[config.mk]
export PLATFORM = sky130hd
export DESIGN_NAME = msg_tx_arb
export DESIGN_NICKNAME = d
export VERILOG_FILES = /design/src/rtl/msg_tx_arb_pkg.sv /design/src/rtl/msg_tx_arb_pick.sv /design/src/rtl/msg_tx_arb.sv
export SDC_FILE = /design/constraint.sdc
export NUM_CORES = 1
export LEC_CHECK = 0
export BUFFER_PORTS_ARGS = -buffer_cell sky130_fd_sc_hd__buf_4
export CORE_UTILIZATION = 45
export CTS_CLUSTER_SIZE = 8
export DETAILED_ROUTE_END_ITERATION = 7
export PLACE_DENSITY = 0.72
export SETUP_SLACK_MARGIN = 0.1
export SLEW_MARGIN = 20
export SYNTH_ARGS = -nofsm -noshare
export SYNTH_HDL_FRONTEND = slang
export SYNTH_SLANG_ARGS = --single-unit
export TNS_END_PERCENT = 30
[constraint.sdc]
create_clock -name clk -period 2.1 [get_ports clk]
set_input_delay 0.21 -clock clk [delete_from_list [all_inputs] [get_ports clk]]
set_output_delay 0.21 -clock clk [all_outputs]
set_load 0.03 [all_outputs]
[src/rtl/msg_tx_arb_pkg.sv]
// Shared types and defaults for the message transmit arbiter.
// State encoding and default gap/timeout lengths live here.
package msg_tx_arb_pkg;

  typedef enum logic [1:0] {
    ST_IDLE  = 2'd0,
    ST_GRANT = 2'd1,
    ST_GAP   = 2'd2
  } arb_state_e;

  localparam int SRC_W              = 2;
  localparam int DEF_GAP_CYCLES     = 4;
  localparam int DEF_TIMEOUT_CYCLES = 1024;

  // Next round-robin start position after granting idx.
  function automatic logic [SRC_W-1:0] wrap_inc(input logic [SRC_W-1:0] idx, input int n);
    return (int'(idx) == n - 1) ? '0 : idx + 1'b1;
  endfunction

endpackage

[src/rtl/msg_tx_arb_pick.sv]
// Combinational requester picker: fixed priority (lowest index) by default,
// round-robin starting at ptr when MSG_TX_ARB_RR_EN is defined.
module msg_tx_arb_pick
  import msg_tx_arb_pkg::*;
#(
  parameter int N_SRC = 3
) (
  input  logic [N_SRC-1:0] req,
  input  logic [SRC_W-1:0] ptr,
  output logic [SRC_W-1:0] winner,
  output logic             valid
);

`ifdef MSG_TX_ARB_RR_EN
  logic [SRC_W-1:0] idx;

  // Scan from the farthest offset down so the one closest to ptr wins.
  always_comb begin
    winner = '0;
    valid  = 1'b0;
    idx    = '0;
    for (int i = N_SRC - 1; i >= 0; i--) begin
      idx = SRC_W'((int'(ptr) + i) % N_SRC);
      if (req[idx]) begin
        winner = idx;
        valid  = 1'b1;
      end
    end
  end
`else
  logic unused_ptr;
  assign unused_ptr = ^ptr;

  always_comb begin
    winner = '0;
    valid  = 1'b0;
    for (int i = N_SRC - 1; i >= 0; i--) begin
      if (req[i]) begin
        winner = SRC_W'(i);
        valid  = 1'b1;
      end
    end
  end
`endif

endmodule

[src/rtl/msg_tx_arb.sv]
// Shares the byte-serial line coder between up to four message controllers.
// Define MSG_TX_ARB_RR_EN for round-robin arbitration (default: fixed priority).
module msg_tx_arb
  import msg_tx_arb_pkg::*;
#(
  parameter int N_SRC          = 3,
  parameter int GAP_CYCLES     = DEF_GAP_CYCLES,
  parameter int TIMEOUT_CYCLES = DEF_TIMEOUT_CYCLES
) (
  input  logic                 clk,
  input  logic                 n_rst,
  input  logic [N_SRC-1:0]     req,
  output logic [N_SRC-1:0]     gnt,
  input  logic [8*N_SRC-1:0]   src_q,
  input  logic [N_SRC-1:0]     src_q_rdy,
  input  logic [N_SRC-1:0]     src_msg_end,
  output logic [7:0]           cd_q,
  output logic                 cd_q_rdy,
  input  logic                 cd_busy,
  output logic                 busy,
  output logic [1:0]           cur_src,
  output logic                 abort
);

  localparam logic [15:0] TMO_LIM = 16'(TIMEOUT_CYCLES);
  localparam logic [7:0]  GAP_LIM = 8'(GAP_CYCLES);

  arb_state_e       state_q, state_d;
  logic [N_SRC-1:0] gnt_q, gnt_d;
  logic [SRC_W-1:0] cur_src_q, cur_src_d;
  logic             busy_q, busy_d;
  logic             abort_q, abort_d;
  logic [15:0]      tmo_cnt_q, tmo_cnt_d;
  logic [7:0]       gap_cnt_q, gap_cnt_d;
  logic [SRC_W-1:0] ptr;
  logic [SRC_W-1:0] pick_w;
  logic             pick_valid;
  logic [15:0]      tmo_next;
  logic             timeout;
  logic [7:0]       src_byte [N_SRC];
  logic             sel_rdy, sel_end, sel_req;

`ifdef MSG_TX_ARB_RR_EN
  logic [SRC_W-1:0] ptr_q, ptr_d;
  assign ptr = ptr_q;
`else
  assign ptr = '0;
`endif

  for (genvar g = 0; g < N_SRC; g++) begin : g_unpack
    assign src_byte[g] = src_q[8*g +: 8];
  end

  assign sel_rdy = src_q_rdy[cur_src_q];
  assign sel_end = src_msg_end[cur_src_q];
  assign sel_req = req[cur_src_q];

  msg_tx_arb_pick #(.N_SRC(N_SRC)) u_pick (
    .req    (req),
    .ptr    (ptr),
    .winner (pick_w),
    .valid  (pick_valid)
  );

  // Coder input follows the granted source only while a grant is held.
  always_comb begin
    cd_q     = '0;
    cd_q_rdy = 1'b0;
    if (state_q == ST_GRANT) begin
      cd_q     = src_byte[cur_src_q];
      cd_q_rdy = sel_rdy;
    end
  end

  always_comb begin
    state_d   = state_q;
    gnt_d     = gnt_q;
    cur_src_d = cur_src_q;
    busy_d    = busy_q;
    abort_d   = 1'b0;
    tmo_cnt_d = tmo_cnt_q;
    gap_cnt_d = gap_cnt_q;
`ifdef MSG_TX_ARB_RR_EN
    ptr_d     = ptr_q;
`endif
    tmo_next  = (tmo_cnt_q == 16'hFFFF) ? tmo_cnt_q : tmo_cnt_q + 16'd1;
    if (sel_rdy) tmo_next = '0;
    timeout   = (tmo_next >= TMO_LIM);

    case (state_q)
      ST_IDLE: begin
        if (pick_valid) begin
          state_d         = ST_GRANT;
          gnt_d           = '0;
          gnt_d[pick_w]   = 1'b1;
          cur_src_d       = pick_w;
          busy_d          = 1'b1;
          tmo_cnt_d       = '0;
`ifdef MSG_TX_ARB_RR_EN
          ptr_d           = wrap_inc(pick_w, N_SRC);
`endif
        end
      end
      ST_GRANT: begin
        tmo_cnt_d = tmo_next;
        if (sel_end || !sel_req || timeout) begin
          state_d   = ST_GAP;
          gnt_d     = '0;
          gap_cnt_d = '0;
          abort_d   = timeout && !sel_end && sel_req;
        end
      end
      ST_GAP: begin
        // Only consecutive quiet coder cycles count towards the gap.
        if (cd_busy) begin
          gap_cnt_d = '0;
        end else if ((gap_cnt_q + 8'd1) >= GAP_LIM) begin
          state_d   = ST_IDLE;
          busy_d    = 1'b0;
          gap_cnt_d = '0;
        end else begin
          gap_cnt_d = gap_cnt_q + 8'd1;
        end
      end
      default: begin
        state_d = ST_IDLE;
        gnt_d   = '0;
        busy_d  = 1'b0;
      end
    endcase
  end

  always_ff @(posedge clk or negedge n_rst) begin
    if (!n_rst) begin
      state_q   <= ST_IDLE;
      gnt_q     <= '0;
      cur_src_q <= '0;
      busy_q    <= 1'b0;
      abort_q   <= 1'b0;
      tmo_cnt_q <= '0;
      gap_cnt_q <= '0;
`ifdef MSG_TX_ARB_RR_EN
      ptr_q     <= '0;
`endif
    end else begin
      state_q   <= state_d;
      gnt_q     <= gnt_d;
      cur_src_q <= cur_src_d;
      busy_q    <= busy_d;
      abort_q   <= abort_d;
      tmo_cnt_q <= tmo_cnt_d;
      gap_cnt_q <= gap_cnt_d;
`ifdef MSG_TX_ARB_RR_EN
      ptr_q     <= ptr_d;
`endif
    end
  end

  assign gnt     = gnt_q;
  assign busy    = busy_q;
  assign cur_src = cur_src_q;
  assign abort   = abort_q;

endmodule

After elaboration in Yosys (flattened, before gate mapping)
Cells that the tools add are included.

operators by class
  muxes and demuxes = 41
  bitwise gates (word level) = 3
  add/subtract/negate cells = 2
  equal/unequal tests = 7
  magnitude comparators = 6
  reductions and logical operators = 16

operators with widths
  cell                                                                 count
  two-way mux 16 bit                                                   3
  two-way mux 8 bit                                                    6
  one-hot mux 16 bit (2 select lines)                                  1
  adder 16 x 1 -> 16 bit, second input constant                        1
  binary-select mux 8 bit (select 2 bit)                               1
  == test 16 bit, second input constant                                1
  greater-or-equal comparator 16 x 11 -> 1 bit, second input constant  1
  one-hot mux 8 bit (2 select lines)                                   1
  two-way mux 2 bit                                                    7
  two-way mux 1 bit                                                    13
  one-hot mux 3 bit (3 select lines)                                   1
  adder 8 x 1 -> 8 bit, second input constant                          1
  greater-or-equal comparator 8 x 3 -> 1 bit, second input constant    1
  AND reduction 4 bit                                                  2
  binary-select mux 1 bit (select 2 bit)                               3
  less-than comparator 2 x 3 -> 1 bit, second input constant           2
  two-way mux 3 bit                                                    2
  inequality test 2 bit, second input constant                         3
  one-hot mux 2 bit (3 select lines)                                   1
  AND reduction 2 bit                                                  3
  nonzero test 2 bit                                                   2
  greater-or-equal comparator 3 bit, second input constant             1
  logical AND 1 bit                                                    3
  inverter 2 -> 3 bit                                                  1
  other kinds (11)                                                     14

storage, ports and cells
  bits of input ports = 36
  logic and storage cells = 82
  flip-flop bits (word level) = 33

Longest topological paths before layout
Gate-level depths: netlist of run 1.

  word-level depth = 9
  depth in mapped cells = 8

Modules after synthesis
Synthesis of run 1 repeated with hierarchy kept, for this count alone.

second synthesis, totals
  cells, all modules = 251
  area, all modules = 2195.9 um^2

by module, submodules not included
  module           cells an instance  area an instance (um^2)  instances
  msg_tx_arb       248                2175.8                   1
  msg_tx_arb_pick  3                  20.0                     1

Worst setup path after synthesis of run 1
OpenSTA, ideal clock, no wires.

  kind = register to register
  start point = reg tmo_cnt_q[0]
  end point = reg state_q[1]
  period minus slack after synthesis = 2.037 ns
  data required time = 1.944 ns
  arrival time = 1.881 ns
  slack = 0.063 ns
  buffers on the path = 0
  library setup time = 0.156 ns
  stages on the path, launching flop included = 8
  path through = dfrtp_1 -> ha_1 -> nand4_2 -> nor2_1 -> a211o_1 -> a2111oi_4 -> and2_1 -> o221ai_1

on the way
  longest elaborated chain between the ends = 7

RTL lines
  what                                                      line               text
  start, declared                                           msg_tx_arb.sv:33   logic [15:0] tmo_cnt_q, tmo_cnt_d;
  start signal, assigned                                    msg_tx_arb.sv:151  tmo_cnt_q <= tmo_cnt_d;
  adder 16 x 1 -> 16 bit or == test 16 bit (tied branches)  msg_tx_arb.sv:86   tmo_next = (tmo_cnt_q == 16'hFFFF) ? tmo_cnt_q : tmo_cnt_q + 16'd1;
  two-way mux 16 bit *                                      msg_tx_arb.sv:86
  two-way mux 16 bit *                                      msg_tx_arb.sv:87   if (sel_rdy) tmo_next = '0;
  greater-or-equal comparator 16 x 11 -> 1 bit *            msg_tx_arb.sv:88   timeout = (tmo_next >= TMO_LIM);
  logical OR 1 bit *                                        msg_tx_arb.sv:106  if (sel_end || !sel_req || timeout) begin
  inequality test 2 x 1 -> 1 bit (no line) *                n/a
  AND reduction 4 bit (no line) *                           n/a
  end signal, assigned                                      msg_tx_arb.sv:146  state_q <= state_d;
  end, declared                                             msg_tx_arb.sv:28   arb_state_e state_q, state_d;

Every way passes the cells marked *; elsewhere a longest branch is shown, timed or not.
A chain may end at the register's enable or synchronous reset.

Final worst setup path of run 1
Same ends and word-level chain as after synthesis.

==> out/results.ini, run 1 <==
[timing]
setup_viol = 0
fin_skew_ns = 0.00632
fin_setup_tns_ns = 0
final-max-slew-violation-count = 0
slew_headroom = 0.660
period_share = 0.960
rsz0062_at_grt = yes
final-hold-violation-count = 0
fmax_mhz = 496
worstMarginPinSlew_ns = 0.508
period_needed_ns = 2.02
holdWs_ns = 0.218

[synthesis]
yosysTopAreaCellShare = 0.390
synthXorXnorAreaFrac = 0.0331
synth_nets = 290
synth-compound-area-share = 0.211
ys_top_cells_by_area = dfrtp_1 (39%), nor2_1 (7.8%), a21oi_1 (5.0%), mux2i_1 (4.7%), o21ai_0 (4.0%)
synth.area.mux_share = 0.0526
syn_area_sq_um = 2120
synth-seq-cells = 33
yosys.cell_types.count = 42
ys_async_sr_fraction = 1.00
synthAdderAreaFrac = 0.0177
synth_top_family_by_area = simple AND/OR/NAND/NOR gates
synth_largest_area_cell = dfrtp_1
seq_area_frac_synth = 0.390
synth_edf_count = 0
yosysMostFrequentCell = nor2_1
synth_top_flop_cell = dfrtp_1
synthCells = 251
synth-warning-count = 0
syn_avg_cell_area_sq_um = 8.44
synth-simple-area-share = 0.260
yosys-top-cells-count = nor2_1 (44), dfrtp_1 (33), a21oi_1 (21)

[global_route]
grt_antenna_before_repair = 0
grt_overflow = 0
busiest_layer = met2
first_global_vias = 2033
use_met3 = 0.0584
grtUsageMet2 = 0.408
grt_max_degree = 34
grt_pass1_wl_microns = 9520
grt.met1_usage = 0.308
grt_usage = 0.245

[final_layout]
seq_area_sq_um = 832
nets = 361
multi_input_area_sq_um = 1340
drive_gt1_frac = 0.344
num_antenna_cells = 0
fillers = 360
syn2layout_area_growth_pct = 38.8
final_core_util = 0.662

[clock_tree]
ctsLongestPathBuffers = 2
cts_root_buf = clkbuf_8
tritoncts = yes
cts_buffers = 5
cts.reportedPaths.clkPinSlew_ns = 0.08
clock_latency_ns = 0.30
htree_levels = 2
cts.sinks = 33

[pwr]
seqPwrFrac = 0.278
switching_power_uw = 1380
powerDensity_nw_per_um2 = 1080
comb_power_share = 0.528
vdd_drop_max_v = 0.000669
power_frac_clock = 0.194
p_int_uw = 1790
p_leak_uw = 0.00138
swShare = 0.436

[job]
cap_violations = 0

[outcome]
status = finished, violations left
violations = DRC

[floorplan]
die_area_sq_um = 4990
dieWidth_microns = 70.6
initial_core_util = 0.477
core_sq_um = 4440
die-height_microns = 70.6
pin_count = 52
fp-row-count = 24

[route]
num_vias = 2141
first_pass_iters = 6
routed_wl_microns = 5860
drt-initial-drc-count = 149
wl_per_cell_microns = 15.6
via_per_inst = 5.71
drc = 20
ant_nets = 0

[critical_path]
worst_ep_arrival_time_ns = 2.19
worst-path-max-fanout = 4
worst_setup_path_end_kind = flop
startpoint_type = flop
cp.required_ns = 2.28
critPathKind = flop to flop

[placed_design]
port_buffers = 51
place_congestion = 0.885
hpwl_microns = 4090

[min_path]
hold_path_class = input port to flop

-- path summary, 6_finish.rpt --
| check | from | endpoint | slack [ns] | cells after the start |
|---|---|---|---|---|
| min reg2reg | busy$_DFFE_PN0P_ | busy$_DFFE_PN0P_ | 0.53 | 1 |
| max in group asynchronous | n_rst | tmo_cnt_q[2]$_DFFE_PN0P_ | 1.40 | 2 |
| min | req[1] | cur_src[0]$_DFFE_PN0P_ | 0.22 | 3 |
| max | tmo_cnt_q[0]$_DFFE_PN0P_ | state_q[1]$_DFFE_PN0P_ | 0.08 | 7 |
| min in group asynchronous | n_rst | state_q[0]$_DFFE_PN0P_ | 0.38 | 2 |
| max reg2reg | tmo_cnt_q[0]$_DFFE_PN0P_ | state_q[1]$_DFFE_PN0P_ | 0.08 | 7 |
-- cell families (layout without fill, tap and decap cells) --
kind of cell    count (synthesis)  count (layout)
compound gates                 67              67
mux                            11              11
xor+xnor                        8               8
simple gates                  112             112
buf+inv                        17              89
flops                          33              33
fa+ha+maj                       3               3
-- metal layers --
layer,vias up,part of all wire
met5,-,0
met4,0,0.021
met3,11,0.076
met2,74,0.48
met1,1008,0.43
li1,1048,-
-- worst max-delay path: stages (launching register included) --
cell and delay, ns:
dfrtp_1 0.41, ha_4 0.17, nand4_4 0.17, nor2_4 0.20, o2111ai_4 0.15, a2111oi_4 0.47, and2_4 0.24, o221ai_2 0.08
-- registers in the layout, indices dropped and copies added, names as in the netlist --
| register | cells |
|---|---|
| state_q | 2 |
| tmo_cnt_q | 16 |
| busy | 1 |
| abort | 1 |
| gnt | 3 |
| gap_cnt_q | 8 |
| cur_src | 2 |
-- power by group through the flow --
| stage | clock, uW | sequential [uW] | combinational (uW) |
|---|---|---|---|
| after CTS | 626 | 875 | 1630 |
| after global routing | 648 | 904 | 1820 |
| after floorplan | 0 | 933 | 949 |
| after global placement | 0 | 874 | 1590 |
| after detailed placement | 0 | 880 | 1620 |
| final | 615 | 882 | 1680 |
-- cell usage in the layout (no fill, tap or decap), types with 2 or more instances in the layout --
master	netlist	final
nand4_1	5	5
xnor2_1	5	5
and3_1	6	6
nand2_1	20	20
clkbuf_8	0	5
dfrtp_2	0	5
xor2_1	3	2
o21ai_0	17	17
nand4_4	0	2
nor3_1	5	4
o2bb2ai_1	2	2
o31ai_1	2	2
and2_4	0	7
dfrtp_1	33	28
buf_4	0	74
o22a_1	2	2
mux2i_1	10	10
nor2b_1	3	3
a21o_1	4	4
ha_1	3	2
inv_1	6	5
o22ai_1	2	2
nor2_1	44	43
a31oi_1	5	5
nand3_1	12	11
a21oi_1	21	20
nand2b_1	2	2
-- stage by stage --
stage / setup WS (ns) / instances / total power (uW) / instance area, sq um
finish: 0.0845 / 375 / 3170 / 2940
global route: -0.0328 / 375 / 3370 / 2940
CTS: 0.0684 / 373 / 3130 / 2850
detailed placement: -0.0412 / 363 / 2500 / 2670
global placement: 0.0717 / 363 / 2470 / 2670
floorplan: 0.134 / 251 / 1880 / 2120
-- final cells by class --
cell class,instances,share of cell area
clock buffers,5,0.0234
clock inverters,3,0.0157
inverters,6,0.00766
multi-input cells,201,0.456
flip-flops and latches,33,0.283
well taps,52,0.0221
repair buffers,75,0.192
-- what timing repair did --
action	4_1_cts	5_1_grt
gates resized for setup	8	21
pin swaps	4	16
hold buffers	1	0
setup endpoints to repair	16	20
endpoints found under the hold margin	33	0
buffers inserted	1	2
No activity file was read; power rests on OpenSTA's default activity.
==> run 2: changes to the inputs <==
--- a/config.mk
+++ b/config.mk
@@ -6,10 +6,12 @@
 export NUM_CORES = 1
 export LEC_CHECK = 0
 export BUFFER_PORTS_ARGS = -buffer_cell sky130_fd_sc_hd__buf_4
-export CORE_UTILIZATION = 45
+export CELL_PAD_IN_SITES_DETAIL_PLACEMENT = 0
+export CELL_PAD_IN_SITES_GLOBAL_PLACEMENT = 1
+export CORE_UTILIZATION = 35
 export CTS_CLUSTER_SIZE = 8
 export DETAILED_ROUTE_END_ITERATION = 7
-export PLACE_DENSITY = 0.72
+export PLACE_DENSITY_LB_ADDON = 0.1
 export SETUP_SLACK_MARGIN = 0.1
 export SLEW_MARGIN = 20
 export SYNTH_ARGS = -nofsm -noshare
==> constraint.sdc (replaced) <==
create_clock -name clk -period 1.8 [get_ports clk]
set_input_delay 0.18 -clock clk [delete_from_list [all_inputs] [get_ports clk]]
set_output_delay 0.18 -clock clk [all_outputs]
set_load 0.03 [all_outputs]
==> out/results.ini, run 2 (synthesis results as in run 1) <==
[outcome]
status = finished, violations left
violations = setup timing

[floorplan]
pin_count = 52  ; unchanged
dieWidth_microns = 79.8  ; +13%
die-height_microns = 79.8  ; +13%
fp-row-count = 27  ; +13%
die_area_sq_um = 6370  ; +28%
initial_core_util = 0.373  ; -0.103
core_sq_um = 5680  ; +28%

[final_layout]
final_cells = 422  ; +13%
nets = 388  ; +7.5%
largest_reg_flops = 16  ; unchanged
num_antenna_cells = 0  ; unchanged
multi_input_area_sq_um = 1410  ; +5.2%
drive_gt1_frac = 0.409  ; +0.0649
seq_area_sq_um = 828  ; -0.45%
syn2layout_area_growth_pct = 52.7
final_common_cell = buf_4
final_cell_mix = buf_4 (97), nor2_1 (40), dfrtp_1 (31)
fillers = 528  ; +47%
top_register = tmo_cnt_q

[pwr]
switching_power_uw = 1700  ; +23%
power_frac_clock = 0.155  ; -0.039
seqPwrFrac = 0.261  ; -0.017
p_int_uw = 2270  ; +27%
swShare = 0.428  ; -0.00853
vdd_drop_max_v = 0.000694  ; +3.7%
powerDensity_nw_per_um2 = 1230  ; +14%
p_leak_uw = 0.00155  ; +12%
comb_power_share = 0.584  ; +0.056
power_uw = 3970  ; +25%

[critical_path]
worst_path_max_delay_cell = a2111oi_4
startpoint_type = flop
worst_ep_arrival_time_ns = 2.14  ; -0.05 ns
critPathKind = flop to flop
cp.required_ns = 1.96  ; -0.32 ns
max_stage_delay_ns = 0.46  ; about the same
worst_setup_path_end_kind = flop
worst-path-max-fanout = 4  ; unchanged
crit_chain = ha_4, nand4_4, nor2_4, a211o_1, a2111oi_4, and2_4, o221ai_2

[global_route]
grt_usage = 0.204  ; -0.0414
grt_max_degree = 34  ; unchanged
first_global_vias = 2118  ; +4.2%
grt_antenna_before_repair = 0  ; unchanged
grt_pass1_wl_microns = 9980  ; +4.8%
grt_overflow = 0  ; unchanged

[timing]
layout_setup_ws_ns = -0.171  ; -0.255 ns
fin_skew_ns = 0.00359  ; -0.00273 ns
period_share = 1.09  ; +0.135
rsz0062_at_grt = yes
worstMarginPinSlew_ns = 0.504  ; -0.00340 ns
setup_viol = 14  ; +14
fmax_mhz = 507  ; +2.3%
final-max-slew-violation-count = 0  ; unchanged
final-hold-violation-count = 0  ; unchanged
period_needed_ns = 1.97  ; -0.0446 ns
slew_headroom = 0.661  ; +0.000731
holdWs_ns = 0.199  ; -0.0192 ns

[route]
ant_nets = 0  ; unchanged
via_per_inst = 5.18  ; -9.2%
num_vias = 2188  ; +2.2%
drt-initial-drc-count = 106  ; -29%
drc = 0  ; -100%
wl_per_cell_microns = 14.4  ; -8.1%
first_pass_iters = 4  ; -2
routed_wl_microns = 6060  ; +3.4%

[placed_design]
port_buffers = 51  ; unchanged
place_congestion = 0.865  ; -2.2%
placed_cells = 411  ; +13%
hpwl_microns = 4630  ; +13%

[clock_tree]
htree_levels = 2  ; unchanged
cts.reportedPaths.clkPinSlew_ns = 0.07  ; about the same
tritoncts = yes
cts_buffers = 5  ; unchanged
cts_root_buf = clkbuf_8
clock_latency_ns = 0.28  ; -0.02 ns
ctsLongestPathBuffers = 2  ; unchanged
cts.sinks = 33  ; unchanged

[min_path]
hold_path_class = input port to flop

[job]
cap_violations = 0  ; unchanged

## run 2: cell count changes in the layout (fill, tap and decap cells not counted), moves of 4 or more
cell     previous run  this run
a21oi_1            20        15
a21oi_2             1         6
and2_1              1         5
and2_4              7         3
buf_4              74        97
buf_6               0         4
o21ai_0            17        13
## run 2: layout make-up
cell class                 instances  area share
multi-input combinational        201       0.436
clock inverter                     1     0.00155
tap                               72      0.0278
clock buffer                       7      0.0298
sequential                        33       0.256
inverter                           6     0.00696
timing repair buffer             102       0.242
## run 2: critical path, delay by kind of cell (launching register included)
kind | cells | cell delay (ns)
and+or+nand+nor | 3 | 0.41
adders and majority gates | 1 | 0.18
AOI/OAI and AO/OA | 3 | 0.83
DFF | 1 | 0.42
## run 2: layer usage
metal / routed length (microns) / part of all wire / up-vias / GRT usage
met4: 14 / 0.0023 / 0 / 0.0375
met3: 391 / 0.064 / 2 / 0.0423
met5: 0 / 0 / - / 0
met1: 2780 / 0.46 / 1029 / 0.271
li1: - / - / 1103 / -
met2: 2870 / 0.47 / 54 / 0.342
## run 2: per-stage QoR
| step | instance area [sq um] | setup slack [ns] | TNS (ns) | util |
|---|---|---|---|---|
| 2_1_floorplan | 2220 | -0.0658 | -0.230 | - |
| 3_3_place_gp | 2990 | -0.0996 | -1.26 | 0.528 |
| 3_5_place_dp | 2990 | -0.173 | -2.19 | 0.528 |
| 4_1_cts | 3150 | -0.144 | -1.85 | 0.555 |
| 5_1_grt | 3240 | -0.254 | -3.37 | 0.570 |
| 6_report | 3240 | -0.171 | -1.90 | 0.570 |
## run 2: path summary, 6_finish.rpt
kind | startpoint | endpoint | slack (ns) | depth (start not counted)
min in group asynchronous | n_rst | gap_cnt_q[0]$_DFFE_PN0P_ | 0.38 | 2
max in group asynchronous | n_rst | cur_src[1]$_DFFE_PN0P_ | 1.09 | 2
worst min register to register | gap_cnt_q[5]$_DFFE_PN0P_ | gap_cnt_q[5]$_DFFE_PN0P_ | 0.52 | 1
worst max-delay path | tmo_cnt_q[0]$_DFFE_PN0P_ | state_q[1]$_DFFE_PN0P_ | -0.17 | 7
worst min-delay path | req[1] | cur_src[0]$_DFFE_PN0P_ | 0.20 | 3
worst max register to register | tmo_cnt_q[0]$_DFFE_PN0P_ | state_q[1]$_DFFE_PN0P_ | -0.17 | 7
## run 2: power by group through the flow
stage / logic (uW) / clock network [uW] / registers (uW)
4_1_cts: 2210 / 635 / 1030
6_report: 2320 / 614 / 1040
3_5_place_dp: 2130 / 0 / 1030
2_1_floorplan: 1160 / 0 / 1100
5_1_grt: 2520 / 669 / 1060
3_3_place_gp: 2130 / 0 / 1030
## run 2: timing repair
action / in CTS / in global routing
endpoints found under the setup margin: 33 / 38
hold buffers: 1 / 0
pin swaps: 4 / 21
buffers inserted: 1 / 1
hold endpoints to repair: 33 / 0
resized for setup: 11 / 20
